File: src/rtl/pipe_run_controller.sv
// Run controller for the 5-stage pipeline: turns run/step/halt pulses, breakpoint
// and cycle-budget conditions into a shared pipeline enable and a fetch enable.
module pipe_run_controller #(
  parameter int PC_W         = 16,
  parameter int CNT_W        = 16,
  parameter int DRAIN_CYCLES = 4
) (
  input  logic             clock,
  input  logic             reset,
  input  logic             tick,
  input  logic             run_req,
  input  logic             step_req,
  input  logic             halt_req,
  input  logic             bp_en,
  input  logic [PC_W-1:0]  bp_addr,
  input  logic [PC_W-1:0]  pc,
  input  logic [CNT_W-1:0] budget,
  output logic             pipe_en,
  output logic             fetch_en,
  output logic             busy,
  output logic             bp_hit,
  output logic [2:0]       state,
  output logic [CNT_W-1:0] cycles
);

  localparam int DRAIN_W = $clog2(DRAIN_CYCLES + 1);
  localparam logic [DRAIN_W-1:0] DRAIN_FULL = DRAIN_W'(DRAIN_CYCLES);
  // The breakpoint tick is itself the first bubble of the drain.
  localparam logic [DRAIN_W-1:0] DRAIN_BP   = DRAIN_W'(DRAIN_CYCLES - 1);

  typedef enum logic [2:0] {
    S_IDLE  = 3'd0,
    S_RUN   = 3'd1,
    S_STEP  = 3'd2,
    S_DRAIN = 3'd3,
    S_HALT  = 3'd4
  } state_e;

  state_e             state_q, state_d;
  logic [CNT_W-1:0]   run_cnt_q, run_cnt_d;
  logic [DRAIN_W-1:0] drain_cnt_q, drain_cnt_d;
  logic               skip_bp_q, skip_bp_d;
  logic               bp_hit_q, bp_hit_d;
  logic               from_halt_q, from_halt_d;
  logic [CNT_W-1:0]   cycles_q, cycles_d;

  logic               bp_match;
  logic [CNT_W-1:0]   run_cnt_inc;
  logic               budget_hit;

  function automatic logic [CNT_W-1:0] sat_inc(input logic [CNT_W-1:0] v);
    return (v == '1) ? v : v + CNT_W'(1);
  endfunction

  assign bp_match    = bp_en && (pc == bp_addr) && !skip_bp_q;
  assign run_cnt_inc = run_cnt_q + CNT_W'(1);
  assign budget_hit  = (budget != '0) && (run_cnt_inc == budget);

  always_ff @(posedge clock or negedge reset) begin
    if (!reset) begin
      state_q     <= S_IDLE;
      run_cnt_q   <= '0;
      drain_cnt_q <= '0;
      skip_bp_q   <= 1'b0;
      bp_hit_q    <= 1'b0;
      from_halt_q <= 1'b0;
      cycles_q    <= '0;
    end else begin
      state_q     <= state_d;
      run_cnt_q   <= run_cnt_d;
      drain_cnt_q <= drain_cnt_d;
      skip_bp_q   <= skip_bp_d;
      bp_hit_q    <= bp_hit_d;
      from_halt_q <= from_halt_d;
      cycles_q    <= cycles_d;
    end
  end

  always_comb begin
    state_d     = state_q;
    run_cnt_d   = run_cnt_q;
    drain_cnt_d = drain_cnt_q;
    skip_bp_d   = skip_bp_q;
    bp_hit_d    = bp_hit_q;
    from_halt_d = from_halt_q;
    cycles_d    = pipe_en ? sat_inc(cycles_q) : cycles_q;
    unique case (state_q)
      S_IDLE: begin
        if (step_req) begin
          state_d     = S_STEP;
          from_halt_d = 1'b0;
        end else if (run_req) begin
          state_d   = S_RUN;
          run_cnt_d = '0;
        end
      end
      S_RUN: begin
        if (fetch_en) begin
          run_cnt_d = run_cnt_inc;
          skip_bp_d = 1'b0;
          if (budget_hit) begin
            state_d     = S_DRAIN;
            drain_cnt_d = DRAIN_FULL;
          end
        end else if (tick && bp_match) begin
          bp_hit_d    = 1'b1;
          state_d     = (DRAIN_BP == '0) ? S_HALT : S_DRAIN;
          drain_cnt_d = DRAIN_BP;
        end
        // An explicit halt outranks a coincident breakpoint or budget stop.
        if (halt_req) begin
          state_d     = S_DRAIN;
          drain_cnt_d = DRAIN_FULL;
          bp_hit_d    = bp_hit_q;
        end
      end
      S_STEP: begin
        if (tick || halt_req) state_d = from_halt_q ? S_HALT : S_IDLE;
      end
      S_DRAIN: begin
        if (tick) begin
          drain_cnt_d = drain_cnt_q - DRAIN_W'(1);
          if (drain_cnt_q <= DRAIN_W'(1)) state_d = S_HALT;
        end
      end
      S_HALT: begin
        if (step_req) begin
          state_d     = S_STEP;
          from_halt_d = 1'b1;
        end else if (run_req) begin
          state_d   = S_RUN;
          bp_hit_d  = 1'b0;
          run_cnt_d = '0;
          skip_bp_d = 1'b1;
        end
      end
      default: state_d = S_IDLE;
    endcase
  end

  always_comb begin
    pipe_en  = 1'b0;
    fetch_en = 1'b0;
    busy     = 1'b0;
    unique case (state_q)
      S_RUN: begin
        busy     = 1'b1;
        pipe_en  = tick;
        fetch_en = tick && !bp_match;
      end
      S_STEP: begin
        busy     = 1'b1;
        pipe_en  = tick;
        fetch_en = tick;
      end
      S_DRAIN: begin
        busy    = 1'b1;
        pipe_en = tick;
      end
      default: ;
    endcase
  end

  assign state  = state_q;
  assign bp_hit = bp_hit_q;
  assign cycles = cycles_q;

endmodule

File: config.mk
export PLATFORM = sky130hd
export DESIGN_NAME = pipe_run_controller
export DESIGN_NICKNAME = d
export VERILOG_FILES = /design/src/rtl/pipe_run_controller.sv
export SDC_FILE = /design/constraint.sdc
export NUM_CORES = 1
export LEC_CHECK = 0
export CAP_MARGIN = 20
export CELL_PAD_IN_SITES_DETAIL_PLACEMENT = 1
export CELL_PAD_IN_SITES_GLOBAL_PLACEMENT = 2
export CORE_MARGIN = 4
export CORE_UTILIZATION = 40
export DETAILED_ROUTE_END_ITERATION = 10
export DONT_BUFFER_PORTS = 1
export GPL_TIMING_DRIVEN = 1
export PLACE_DENSITY_LB_ADDON = 0.05
export SLEW_MARGIN = 20
export SYNTH_ARGS = -nofsm -noshare
export SYNTH_HDL_FRONTEND = slang
export SYNTH_SLANG_ARGS = --single-unit
File: constraint.sdc
create_clock -name clock -period 4.8 [get_ports clock]
set_clock_uncertainty 0.1 [all_clocks]
set_input_delay 1.2 -clock clock [delete_from_list [all_inputs] [get_ports clock]]
set_output_delay 1.2 -clock clock [all_outputs]
set_load 0.005 [all_outputs]
==> results.yml <==
outcome:
  status: "finished, final reports clean"
global_route:
  gr-total-overflow: 0
  antenna_found_initial: 0
  grt_max_degree: 42
  grt_pass1_wl_um: 13100
  grt.total_usage_pct: 18.6
  grt_pass1_vias: 2578
clock_network:
  root_buffer: "clkbuf_8"
  clk_latency_ps: 300
  cts_setup_buffers: 0
  tritoncts: "done"
  clockBufferDepth: 2
  cts_hold_buffers: 0
  clk_pin_slew_ps: 90
  cts_inserted_buffers: 5
  htreeDepth: 2
  post_cts_resized: 0
  cts_num_sinks: 41
floorplanning:
  dieHeight_um: 94.9
  rows: 31
  dieArea_sq_um: 9010
  io_pins: 78
  die_w_um: 94.9
  start_util_pct: 41.5
  core-area_sq_um: 7290
pwr:
  p_leak_uw: 0.00127
  power.density_nw_per_um2: 386
  switching_power_uw: 516
  p_sw_share_pct: 42.2
  power.share.clock_pct: 20.5
  vdd_drop_max_uv: 153
  seq_power_share_pct: 42.5
  p_comb_share_pct: 37.0
  intPower_uw: 707
placement:
  gp_congestion: 0.764
  io_buffers: 0
  placed_cells: 428
  dp_hpwl_um: 6020
sta:
  tightest_slew_ps: 800
  clock.fmax_mhz: 262
  finalMaxSlewViolations: 0
  period_minus_slack_ps: 3820
  fin_tns_setup_ps: 0
  finalCritPeriodShare_pct: 79.6
  setup-violations-final: 0
  hold_slack_ps: 416
  relSlewSlack_pct: 46.6
  rsz0062_at_grt: "false"
  hold_viol_final: 0
route:
  first_pass_iters: 4
  vias: 2526
  drtIter0Drc: 51
  wl_um: 8200
  drc_errors: 0
  viasPerCell: 5.79
  ant_nets: 0
  wire_per_inst_um: 18.8
setup_path:
  crit_path_start: "bp_addr[9]"
  reg2reg_depth: 8
  crit_fanout: 3
  path_class: "in2out"
  reg2reg_slack_ps: 1680
  end_kind: "primary output"
  startpoint_type: "input pin"
  required_ps: 3500
  cp.arrival_ps: 2520
  reg2reg_from: "run_cnt_q[0]"
  critical_path.endpoint: "fetch_en"
  r2r-end: "state[1]"
yosys:
  synth-compound-area-share_pct: 16.8
  syn_avg_cell_area_sq_um: 8.79
  synth_top_area_share_pct: 33.9
  synth_ff_type: "dfrtp_1"
  async_reset_ff_share_pct: 100
  synth_fa_ha_area_share_pct: 1.99
  syn_area_sq_um: 3020
  synthCells: 344
  ys_ff_latch: 41
  synth_top_family_by_area: "simple AND/OR/NAND/NOR gates"
  synthTopCellsByArea: "dfrtp_1, xnor2_1, xor2_1"
  synthesis.nets: 403
  muxShareOfSynthArea_pct: 2.44
  synth_xor_xnor_area_share_pct: 14.5
  yosysTopAreaCell: "dfrtp_1"
  ys_seq_area_share_pct: 33.9
  synth_common_cells: "dfrtp_1, nor2_1, o21ai_0"
  synth.most_common_cell: "dfrtp_1"
  synthSimpleGateAreaFrac_pct: 26.2
  synth_cell_types: 61
  synth_edf_count: 0
  ys.warnings.count: 0
cells_and_area:
  drive_gt1_share_pct: 8.31
  nNetsFinal: 395
  nFillCells: 894
  num_antenna_cells: 0
  syn2layout_area_growth_pct: 4.80
  finalNonFillerCells: 436
worst_hold_path:
  hp-class: "reg2reg"
job:
  cap_violations: 0
flip-flops by register name (all words and copies together) (netlist names):
signal	count
run_cnt_q	16
from_halt_q	1
skip_bp_q	1
drain_cnt_q	3
bp_hit	1
state	3
cycles	16
power groups by stage:
stage	logic [uW]	clock network (uW)	registers, uW
after floorplan	383	0	484
after global placement	444	0	528
after detailed placement	456	0	531
after CTS	459	259	523
after global routing	517	276	538
final	452	251	520
area by class of cell:
type | count | area [sq um] | area share, %
multi-input combinational | 277 | 1870 | 59.1
sequential | 41 | 1030 | 32.4
tap | 99 | 124 | 3.91
clock buffer | 5 | 68.8 | 2.17
inverter | 8 | 30.0 | 0.948
clock inverter | 3 | 25.0 | 0.790
timing repair buffer | 3 | 22.5 | 0.711
cell families after synthesis:
family	count (synthesis)
compound gates	78
xor+xnor	50
fa+ha+maj	5
buf+inv	26
flops	41
mux	7
simple gates	137
routing by layer:
| layer | part of all wire, % | track usage, % |
|---|---|---|
| met5 | 0 | 0 |
| met4 | 0.49 | 3.25 |
| met3 | 6.0 | 4.14 |
| met2 | 50 | 32.6 |
| met1 | 44 | 23.7 |
how the worst min path moves through the flow:
| stage | startpoint | end | cells after the start |
|---|---|---|---|
| after floorplan | run_cnt_q[15] | run_cnt_q[15] | 1 |
| after global placement | from_halt_q | from_halt_q | 1 |
| after detailed placement | from_halt_q | from_halt_q | 1 |
| after CTS | from_halt_q | from_halt_q | 1 |
| after global routing | from_halt_q | from_halt_q | 1 |
| final | from_halt_q | from_halt_q | 1 |
metrics by stage:
stage | area, sq um | power (uW) | setup WS, ps | utilization, %
floorplan | 3020 | 867 | 1310 | -
global placement | 3070 | 971 | 1080 | 42.2
detailed placement | 3070 | 986 | 996 | 42.2
CTS | 3170 | 1240 | 984 | 43.4
global route | 3170 | 1330 | 910 | 43.4
finish | 3170 | 1220 | 979 | 43.4
critical path: stages:
cell     delay, ps
xor2_1         140
nor4_1         410
nand4_1        200
nor2_1         240
nor3_1          90
o211a_1        260
cell usage in the layout, fill, tap and decap left out, types with 8 or more instances in the layout:
master / instances
nor4_1: 9
nand2_1: 24
a21oi_1: 15
dfrtp_1: 41
xor2_1: 23
xnor2_1: 27
nand3_1: 12
nand4_1: 11
nor2_1: 34
o21ai_0: 29
inv_1: 8
nor3_1: 8
Power figures use the tool's default switching activity.
